[src/rtl/deser_align.sv]
// Serial-to-parallel converter with comma alignment, lock and loss-of-lock.
// Define DESER_ERRCNT_EN to add the saturating err_cnt output.
module deser_align #(
  parameter int               WIDTH     = 8,
  parameter logic [WIDTH-1:0] COMMA     = WIDTH'(8'hBC),
  parameter bit               LSB_FIRST = 1'b1,
  parameter int               LOCK_CNT  = 3,
  parameter int               LOSS_CNT  = 4
) (
  input  logic             clk,
  input  logic             rst,
  input  logic             sin,
  input  logic             en,
  output logic [WIDTH-1:0] data_out,
  output logic             data_valid,
  output logic             is_comma,
  output logic             locked
`ifdef DESER_ERRCNT_EN
  ,
  output logic [15:0]      err_cnt
`endif
);

  localparam int CW = $clog2(WIDTH);
  localparam int GW = $clog2(LOCK_CNT + 1);
  localparam int BW = $clog2(LOSS_CNT + 1);
  localparam logic [CW-1:0] LAST = CW'(WIDTH - 1);

  typedef enum logic [1:0] {
    HUNT,
    CHECK,
    LOCKED
  } state_e;

  state_e           state_q, state_d;
  logic [WIDTH-1:0] sr_q, sr_d, sr_shift;
  logic [CW-1:0]    cnt_q, cnt_d;
  logic [GW-1:0]    good_q, good_d;
  logic [BW-1:0]    bad_q, bad_d;
  logic [WIDTH-1:0] dout_q, dout_d;
  logic             dv_q, dv_d;
  logic             isc_q, isc_d;
  logic             match, boundary;
`ifdef DESER_ERRCNT_EN
  logic [15:0]      err_q, err_d;
`endif

  assign sr_shift = LSB_FIRST ? {sin, sr_q[WIDTH-1:1]}
                              : {sr_q[WIDTH-2:0], sin};
  assign match    = en && (sr_shift == COMMA);
  assign boundary = en && (cnt_q == LAST);

  always_comb begin
    state_d = state_q;
    sr_d    = sr_q;
    cnt_d   = cnt_q;
    good_d  = good_q;
    bad_d   = bad_q;
    dout_d  = dout_q;
    dv_d    = 1'b0;
    isc_d   = isc_q;
`ifdef DESER_ERRCNT_EN
    err_d   = err_q;
`endif
    if (en) begin
      sr_d  = sr_shift;
      cnt_d = boundary ? '0 : cnt_q + 1'b1;
      unique case (state_q)
        HUNT: begin
          if (match) begin
            cnt_d = '0;
            if (LOCK_CNT == 1) begin
              state_d = LOCKED;
              dout_d  = sr_shift;
              dv_d    = 1'b1;
              isc_d   = 1'b1;
            end else begin
              good_d  = GW'(1);
              state_d = CHECK;
            end
          end
        end
        CHECK: begin
          if (boundary && match) begin
            if (good_q == GW'(LOCK_CNT - 1)) begin
              state_d = LOCKED;
              good_d  = '0;
              dout_d  = sr_shift;
              dv_d    = 1'b1;
              isc_d   = 1'b1;
            end else begin
              good_d = good_q + 1'b1;
            end
          end else if (match) begin
            // comma off the current grid: adopt the new alignment
            cnt_d  = '0;
            good_d = GW'(1);
          end
        end
        LOCKED: begin
          if (boundary) begin
            dout_d = sr_shift;
            dv_d   = 1'b1;
            isc_d  = match;
            if (match) bad_d = '0;
          end else if (match) begin
`ifdef DESER_ERRCNT_EN
            if (err_q != 16'hFFFF) err_d = err_q + 16'd1;
`endif
            if (bad_q == BW'(LOSS_CNT - 1)) begin
              state_d = HUNT;
              bad_d   = '0;
            end else begin
              bad_d = bad_q + 1'b1;
            end
          end
        end
        default: state_d = HUNT;
      endcase
    end
  end

  always_ff @(posedge clk or negedge rst) begin
    if (!rst) begin
      state_q <= HUNT;
      sr_q    <= '0;
      cnt_q   <= '0;
      good_q  <= '0;
      bad_q   <= '0;
      dout_q  <= '0;
      dv_q    <= 1'b0;
      isc_q   <= 1'b0;
`ifdef DESER_ERRCNT_EN
      err_q   <= '0;
`endif
    end else begin
      state_q <= state_d;
      sr_q    <= sr_d;
      cnt_q   <= cnt_d;
      good_q  <= good_d;
      bad_q   <= bad_d;
      dout_q  <= dout_d;
      dv_q    <= dv_d;
      isc_q   <= isc_d;
`ifdef DESER_ERRCNT_EN
      err_q   <= err_d;
`endif
    end
  end

  assign data_out   = dout_q;
  assign data_valid = dv_q;
  assign is_comma   = isc_q;
  assign locked     = (state_q == LOCKED);
`ifdef DESER_ERRCNT_EN
  assign err_cnt    = err_q;
`endif

endmodule
[config.mk]
export PLATFORM = sky130hd
export DESIGN_NAME = deser_align
export DESIGN_NICKNAME = d
export VERILOG_FILES = /design/src/rtl/deser_align.sv
export SDC_FILE = /design/constraint.sdc
export NUM_CORES = 1
export LEC_CHECK = 0
export BUFFER_PORTS_ARGS = -buffer_cell sky130_fd_sc_hd__buf_2
export CORE_UTILIZATION = 35
export DETAILED_ROUTE_END_ITERATION = 7
export MAX_ROUTING_LAYER = met4
export PLACE_DENSITY_LB_ADDON = 0.12
export SETUP_SLACK_MARGIN = 0.5
export SYNTH_ARGS = -nofsm -noshare
export SYNTH_HDL_FRONTEND = slang
export SYNTH_SLANG_ARGS = --single-unit
[constraint.sdc]
create_clock -name clk -period 2.55 [get_ports clk]
set_input_delay 0.1275 -clock clk [delete_from_list [all_inputs] [get_ports clk]]
set_output_delay 0.1275 -clock clk [all_outputs]
set_load 0.02 [all_outputs]
==> impl_metrics.toml, run 1 <==
[sta]
setup_tns_ps = 0
worst_hold_slack_ps = 102
clock.fmax_mhz = 519
hold_viol = 0
relSlewSlack_pct = 60.9
setup_viol = 0
skew_ps = 6.83
slew_viol_final = 0
period_share_pct = 75.6
tightest_slew_ps = 587
fin_ws_ps = 622
period_needed_ps = 1930
rsz0062_at_grt = "false"

[clock_tree]
clock_latency_ps = 280
htreeDepth = 1
cts_inserted_buffers = 3
clock_sinks = 27
clk_pin_slew_worst_paths_ps = 100
cts_max_path_buffers = 2
cts_tree = "built"
post_cts_buffers = 0
root_buffer = "clkbuf_8"

[layout]
layout.nets = 135
utilization_pct = 41.7
area_growth_pct = 12.1
diodes = 0
drive_above_1_share_pct = 35.5

[power_and_ir_drop]
power.density_nw_per_um2 = 868
p_seq_share_pct = 47.1
net-switching-power_mw = 0.456
internal-power_mw = 0.889
power_frac_comb_pct = 34.3
swShare_pct = 33.9
ir_drop_mv = 0.401
clkPwrFrac_pct = 18.6
p_leak_nw = 0.733

[global_route]
antenna_found_initial = 0
grt_pass1_vias = 902
overflow = 0
grt_start_max_net_pins = 28
grt_usage_pct = 13.5
grt_pass1_wl_um = 4280

[setup_path]
crit_arrival_ps = 2090
cp-startpoint = "state_q[0]"
rr_endpoint = "data_out[0]"
critPathTopFamily = "compound AO/OA/AOI/OAI gates"
path_buf_inv = 1
critPathKind = "flip-flop to flip-flop"
critPathLaunchType = "flip-flop"
crit_path_max_fanout = 10
timing.rr.start = "state_q[0]"
cp.depth = 6
endpoint_kind = "flip-flop"
crit_slowest_cell = "dfrtp_1"
cpPeakStageDelay_ps = 410
reg2reg_depth = 6
required_ps = 2720
crit_path_end = "data_out[0]"
reg2reg_slack_ps = 620
worstPathCellList = "inv_1 > ha_1 > mux2i_1 > a211oi_2 > o21ai_4 > mux2_4"

[synthesis]
synth-async-reset-ratio_pct = 100
synth_top_flop_cell = "dfrtp_1"
ys.warnings.count = 0
synth_cell_types = 35
synthCells = 111
synth_edf_count = 0
seq_area_frac_synth_pct = 48.9
syn_area_per_cell_um2 = 12.5
synth_area_leaders = "dfrtp_1, mux2_4, mux2_2"
yosys.area.top_type = "dfrtp_1"
ys_ff_latch = 27
synthTopCellsByCount = "dfrtp_1, mux2_4, mux2_2"
yosysMostFrequentCell = "dfrtp_1"
synth_top_area_share_pct = 48.9
synth.cell_area_um2 = 1380
syn_nets = 121

[routing]
wl_per_cell_um = 13.8
drc = 0
ant_nets = 0
viasPerCell = 5.17
drt-initial-drc-count = 24
vias = 890
wirelength_um = 2370
dr.pass1.iters = 4

[floorplan]
die_h_um = 64.9
io_pins = 15
start_util_pct = 37.2
die_area_um2 = 4210
core-area_um2 = 3720
rows = 22
die_w_um = 64.9

[hold_path]
hold_class = "input port to flip-flop"

[placed_design]
gp_congestion = 0.827
dp_hpwl_um = 1670
portBuffers = 14
place_ws_ps = 512

[run]
cap_violations = 0

[outcome]
status = "finished clean"
[final cells by class]
type | instances | area, um^2
fillers | 369 | 2170
flip-flops and latches | 27 | 676
multi-input cells | 73 | 667
repair buffers | 15 | 80.1
well taps | 48 | 60.1
clock buffers | 3 | 41.3
inverters | 5 | 18.8
clock inverters | 1 | 7.51
[worst min path at each step]
stage	slack [ps]	cells past startpoint	from	end
after floorplan	-170	0	rst	bad_q[0]
after global placement	170	1	rst	good_q[0]
after detailed placement	170	1	rst	bad_q[2]
after CTS	90	2	sin	data_out[7]
after global routing	90	2	sin	data_out[7]
final	100	2	sin	data_out[7]
[per-stage QoR]
stage / power [mW] / instance area [um^2] / instances
2_1_floorplan: 0.966 / 1380 / 111
3_5_place_dp: 1.09 / 1480 / 167
4_1_cts: 1.35 / 1540 / 172
6_report: 1.35 / 1550 / 172
3_3_place_gp: 1.09 / 1480 / 167
5_1_grt: 1.44 / 1550 / 172
[logic make-up after synthesis]
kind of cell	Yosys count	share of synthesized area [%]
buffers and inverters	11	3.80
adder cells (fa/ha/maj)	6	5.43
AND/OR/NAND/NOR	27	11.7
AO/OA/AOI/OAI	19	10.3
flip-flops	27	48.9
multiplexers	21	19.9
[power groups by stage]
stage               clock, mW  sequential [mW]  combinational [mW]
finish                  0.250            0.633               0.461
global route            0.279            0.650               0.510
CTS                     0.262            0.632               0.459
detailed placement          0            0.635               0.457
global placement            0            0.635               0.453
floorplan                   0            0.700               0.266
[cells in the final DEF, fill, tap and decap left out, types with 4 or more instances in the layout]
cell	instances
ha_1	5
dfrtp_1	27
inv_1	5
nand2_1	6
a21oi_1	4
buf_2	14
nor2_1	6
mux2_4	11
mux2_2	8
[what timing repair did]
item,in CTS,in global routing
hold buffers,1,0
gates resized for setup,1,1
endpoints found under the hold margin,27,0
setup endpoints to repair,7,9
[worst register-to-register path: cells and delay by family, from the launching register on]
family / cells / cell delay (ps)
AO/OA/AOI/OAI: 2 / 480
multiplexers: 2 / 480
flip-flops: 1 / 410
adder cells (fa/ha/maj): 1 / 370
buffers and inverters: 1 / 90
[layer usage]
metal / global-route usage [%] / vias up / wire, um
met4: 3.33 / 0 / 25
li1: - / 422 / -
met5: - / - / 0
met2: 21.4 / 18 / 1060
met3: 3.70 / 5 / 95
met1: 17.1 / 445 / 1190
[flip-flops by register name, indices dropped and copies added (netlist names)]
signal      cells
bad_q           3
cnt_q           3
data_out        8
data_valid      1
good_q          2
is_comma        1
sr_q            7
state_q         2
Note: power is estimated with default switching activity, not from simulation.
==> inputs of run 2 (changes only) <==
--- a/config.mk
+++ b/config.mk
@@ -5,6 +5,7 @@
 export SDC_FILE = /design/constraint.sdc
 export NUM_CORES = 1
 export LEC_CHECK = 0
+export ABC_AREA = 1
 export BUFFER_PORTS_ARGS = -buffer_cell sky130_fd_sc_hd__buf_2
 export CORE_UTILIZATION = 35
 export DETAILED_ROUTE_END_ITERATION = 7
==> constraint.sdc (replaced) <==
create_clock -name clk -period 1.9 [get_ports clk]
set_input_delay 0.095 -clock clk [delete_from_list [all_inputs] [get_ports clk]]
set_output_delay 0.095 -clock clk [all_outputs]
set_load 0.02 [all_outputs]
==> impl_metrics.toml, run 2 <==
[setup_path]
crit_arrival_ps = 1660
critPathKind = "flip-flop to flip-flop"
worstPathCellList = "ha_2 > ha_4 > nand2_4 > buf_12 > a21oi_4 > buf_12 > nand2_8 > nand2_2 > o21ai_2"
critPathLaunchType = "flip-flop"
critPathTopFamily = "flip-flops"
crit_slowest_cell = "dfrtp_1"
cpPeakStageDelay_ps = 370
required_ps = 2070
endpoint_kind = "flip-flop"
path_common_cell = "buf_12"
path_buf_inv = 2
crit_path_max_fanout = 8

[routing]
wirelength_um = 2530
viasPerCell = 4.61
drt-initial-drc-count = 18
drc = 0
vias = 1029
ant_nets = 0
met2_length_um = 1230
wl_met3_um = 45
top_layer = "met4"
wl_per_cell_um = 11.3
dr.pass1.iters = 4
wl_met1_um = 1230

[sta]
slew_viol_final = 0
relSlewSlack_pct = 60.0
clock.fmax_mhz = 668
setup_viol = 0
skew_ps = 3.12
setup_tns_ps = 0
period_needed_ps = 1500
worst_hold_slack_ps = 69.3
period_share_pct = 78.7
hold_viol = 0
tightest_slew_ps = 600
rsz0062_at_grt = "true"

[floorplan]
die_w_um = 63.9
start_util_pct = 36.6
core-area_um2 = 3660
rows = 22
die_area_um2 = 4080
die_h_um = 63.9
io_pins = 15

[clock_tree]
root_buffer = "clkbuf_8"
cts_tree = "built"
clock_latency_ps = 270
clk_pin_slew_worst_paths_ps = 90
htreeDepth = 1
cts_max_path_buffers = 2
clock_sinks = 27
cts_inserted_buffers = 3

[synthesis]
seq_area_frac_synth_pct = 50.4
synth_area_leaders = "dfrtp_1, nand2_1, ha_1"
syn_area_per_cell_um2 = 8.87
yosys.area.top_type = "dfrtp_1"
synth_top_flop_cell = "dfrtp_1"
ys.warnings.count = 0
synthTopCellsByCount = "nand2_1, dfrtp_1, inv_1"
synth-async-reset-ratio_pct = 100
yosysMostFrequentCell = "nand2_1"
synth_top_area_share_pct = 50.4
ys_ff_latch = 27
syn_nets = 161
synth_edf_count = 0
synthCells = 151
synth.cell_area_um2 = 1340
synth_cell_types = 24

[hold_path]
hold_class = "input port to flip-flop"

[placed_design]
portBuffers = 14
gp_congestion = 0.756
dp_hpwl_um = 1770

[layout]
utilization_pct = 47.2
diodes = 0
layout.nets = 186
drive_above_1_share_pct = 37.1
final_common_cell = "nand2_1"
area_growth_pct = 28.9
largest_register_ffs = 8
most-common-layout-cells = "nand2_1, dfrtp_1, inv_1"

[run]
cap_violations = 0

[global_route]
grt_start_max_net_pins = 28
antenna_found_initial = 0
grt_pass1_vias = 1014
grt_usage_pct = 14.2
overflow = 0
grt_pass1_wl_um = 4430

[power_and_ir_drop]
ir_drop_mv = 0.304
p_leak_nw = 0.809
totalPowerFinal_mw = 2.11
power.density_nw_per_um2 = 1220

[outcome]
status = "finished clean"
[run 2: cell count changes in the layout (fill, tap and decap cells not counted), sizes merged, moves of 2 or more]
cell | before | now
a211oi | 3 | 0
and4b | 2 | 0
buf | 14 | 21
inv | 5 | 22
mux2 | 19 | 0
mux2i | 2 | 0
nand2 | 6 | 43
nand2b | 2 | 0
nand3 | 3 | 10
nor2 | 6 | 11
o21ai | 3 | 19
o2bb2ai | 2 | 0
[run 2: per-stage QoR]
stage / setup WS (ps) / std cells / area (um^2)
floorplan: 452 / 151 / 1370
global placement: 383 / 210 / 1480
detailed placement: 367 / 210 / 1480
CTS: 403 / 220 / 1640
global route: 293 / 223 / 1730
finish: 404 / 223 / 1730
[run 2: cell type report]
cell class,count,area [um^2]
inverters,22,82.6
flip-flops and latches,27,676
repair buffers,22,158
multi-input cells,100,706
clock inverters,1,5.00
fillers,348,1930
clock buffers,3,41.3
well taps,48,60.1
[run 2: worst register-to-register path: cells and delay by family (launching register included)]
kind	cells	cell delay (ps)
compound gates	2	170
fa+ha+maj	2	330
buf+inv	2	280
flops	1	370
simple gates	3	240
[run 2: path summary, 6_finish.rpt]
path | cells past startpoint | slack [ps] | endpoint | start
max | 9 | 400 | data_out[0] | cnt_q[1]
max in group asynchronous | 2 | 1150 | data_valid | rst
max reg2reg | 9 | 400 | data_out[0] | cnt_q[1]
min reg2reg | 2 | 490 | data_out[2] | data_out[2]
min | 3 | 70 | sr_q[7] | sin
min in group asynchronous | 2 | 360 | data_out[1] | rst
[run 2: where the power goes]
| group | switching, mW | leakage [nW] | internal, mW | total [mW] |
|---|---|---|---|---|
| clock | 0.178 | 0.0255 | 0.147 | 0.325 |
| sequential | 0.0995 | 0.334 | 0.712 | 0.812 |
| combinational | 0.561 | 0.449 | 0.408 | 0.969 |
[run 2: logic make-up (layout without fill, tap and decap cells)]
group	Yosys count	count (layout)	synth area share [%]
buf+inv	25	48	7.66
compound gates	25	25	12.4
fa+ha+maj	6	6	5.60
simple gates	68	69	23.9
flops	27	27	50.4
[run 2: timing repair]
action                                  in CTS  in global routing
hold buffers                                 1                  0
pin swaps                                    8                  6
cloned                                       1                  0
resized for setup                           13                 11
buffers inserted                             4                  3
endpoints found under the setup margin      13                 18
hold endpoints to repair                    27                  0
[run 2: per-layer routing]
layer | vias to the layer above | global-route usage, %
met5 | - | -
met4 | 0 | 3.98
met3 | 2 | 2.14
met2 | 8 | 24.7
met1 | 490 | 16.9
li1 | 529 | -
==> inputs of run 3 (changes only) <==
==> constraint.sdc (replaced) <==
create_clock -name clk -period 1.55 [get_ports clk]
set_input_delay 0.0775 -clock clk [delete_from_list [all_inputs] [get_ports clk]]
set_output_delay 0.0775 -clock clk [all_outputs]
set_load 0.02 [all_outputs]
==> impl_metrics.toml, run 3 (synthesis gave the netlist of run 2 again) <==
[sta]
tightest_slew_ps = 610
period_share_pct = 96.1
skew_ps = 3.70
slew_viol_final = 0
period_needed_ps = 1490
clock.fmax_mhz = 671
hold_viol = 0
rsz0062_at_grt = "true"
setup_viol = 0
relSlewSlack_pct = 59.3
fin_ws_ps = 60.1

[global_route]
overflow = 0
antenna_found_initial = 0
grt_pass1_vias = 1001
grt_pass1_wl_um = 4730
grt_start_max_net_pins = 28
grt_usage_pct = 15.5

[layout]
most-common-layout-cells = "dfrtp_1, nand2_1, inv_1"
drive_above_1_share_pct = 49.4
layout.nets = 189
diodes = 0
seqCellArea_um2 = 676
utilization_pct = 51.5
largest_register_ffs = 8
area_growth_pct = 40.7
num-fill-cells = 326
multi_input_area_um2 = 841
final_common_cell = "dfrtp_1"

[setup_path]
required_ps = 1730
crit_slowest_cell = "dfrtp_1"
cpPeakStageDelay_ps = 370
endpoint_kind = "flip-flop"
rr_endpoint = "data_out[6]"
crit_path_end = "data_out[6]"
cp-startpoint = "cnt_q[1]"
critPathKind = "flip-flop to flip-flop"
path_buf_inv = 0
timing.rr.start = "cnt_q[1]"
crit_arrival_ps = 1670
reg2reg_slack_ps = 60
reg2reg_depth = 9
critPathLaunchType = "flip-flop"
cp.depth = 9
worstPathCellList = "ha_2 > ha_4 > nand2_8 > nor2_4 > nand3_4 > nand2_8 > nand2_8 > nand2_4 > o21ai_2"
path_common_cell = "nand2_8"
crit_path_max_fanout = 8
critPathTopFamily = "simple AND/OR/NAND/NOR gates"

[clock_tree]
cts_inserted_buffers = 3
htreeDepth = 1
cts_tree = "built"
clk_pin_slew_worst_paths_ps = 100
clock_sinks = 27
clock_latency_ps = 280
root_buffer = "clkbuf_8"
cts_max_path_buffers = 2

[placed_design]
portBuffers = 14
gp_congestion = 0.756
dp_hpwl_um = 1800
place_ws_ps = 21.2

[routing]
ant_nets = 0
wl_per_cell_um = 12.2
drc = 0
drt-initial-drc-count = 30
dr.pass1.iters = 4
viasPerCell = 4.63
vias = 1047
wirelength_um = 2760

[floorplan]
die_w_um = 63.9
io_pins = 15
die_h_um = 63.9
rows = 22
die_area_um2 = 4080
core-area_um2 = 3660
start_util_pct = 36.6

[outcome]
status = "finished clean"

[power_and_ir_drop]
power.density_nw_per_um2 = 1480
p_leak_nw = 0.837
ir_drop_mv = 0.870

[run]
cap_violations = 0

[hold_path]
hold_class = "input port to flip-flop"
[run 3: cell types whose count changed in the layout (fill, tap and decap cells not counted), moves of 4 or more]
cell / change
inv_1: -6
nor2_4: +6
inv_2: +6
o21ai_1: +4
nand2_1: -5
o21ai_0: -5
[run 3: worst min-delay path by stage]
stage                        to  cells after the start  startpoint  slack [ps]
floorplan              bad_q[0]                      0         rst        -220
global placement        sr_q[1]                      1         rst         120
detailed placement      sr_q[2]                      1         rst         130
CTS                 data_out[7]                      3         sin          70
global route        data_out[7]                      3         sin          70
finish              data_out[7]                      3         sin          80
[run 3: power breakdown]
group	switching, mW	internal, mW	leakage [nW]	total, mW
sequential	0.132	0.873	0.334	1.01
clock	0.238	0.183	0.0217	0.421
combinational	0.792	0.573	0.481	1.37
total	1.16	1.63	0.837	2.79
[run 3: what timing repair did]
action / 4_1_cts / 5_1_grt
endpoints found under the setup margin: 21 / 21
gates cloned: 1 / 0
buffers inserted: 6 / 3
resized for setup: 24 / 29
endpoints found under the hold margin: 27 / 0
hold buffers: 1 / 0
pin swaps: 12 / 10
[run 3: tightest hold or removal path: stages]
cell     delay, ps
buf_2          130
nand3_2         70
nand2_1         50
[run 3: stage by stage]
stage                     total power [mW]  cell area (um^2)  cells  hold slack (ps)  TNS [ps]
final                                 2.79              1890    226             79.9         0
after detailed placement              1.94              1530    211              132         0
after global placement                1.91              1530    211              118         0
after global routing                  2.97              1890    226             65.7     -48.4
after CTS                             2.64              1740    223             65.0         0
after floorplan                       1.72              1410    151             -218         0
[run 3: area by class of cell]
class / instances / share of cell area (%)
Inverter: 22 / 4.38
Sequential cell: 27 / 35.8
Clock inverter: 1 / 0.398
Multi-Input combinational cell: 100 / 44.6
Clock buffer: 3 / 2.19
Tap cell: 48 / 3.19
Timing Repair Buffer: 25 / 9.42
[run 3: layer usage]
| layer | global-route usage, % | wire, um |
|---|---|---|
| met5 | - | 0 |
| met4 | 4.26 | 23 |
| met3 | 3.21 | 80 |
| met2 | 24.2 | 1340 |
| met1 | 20.2 | 1320 |
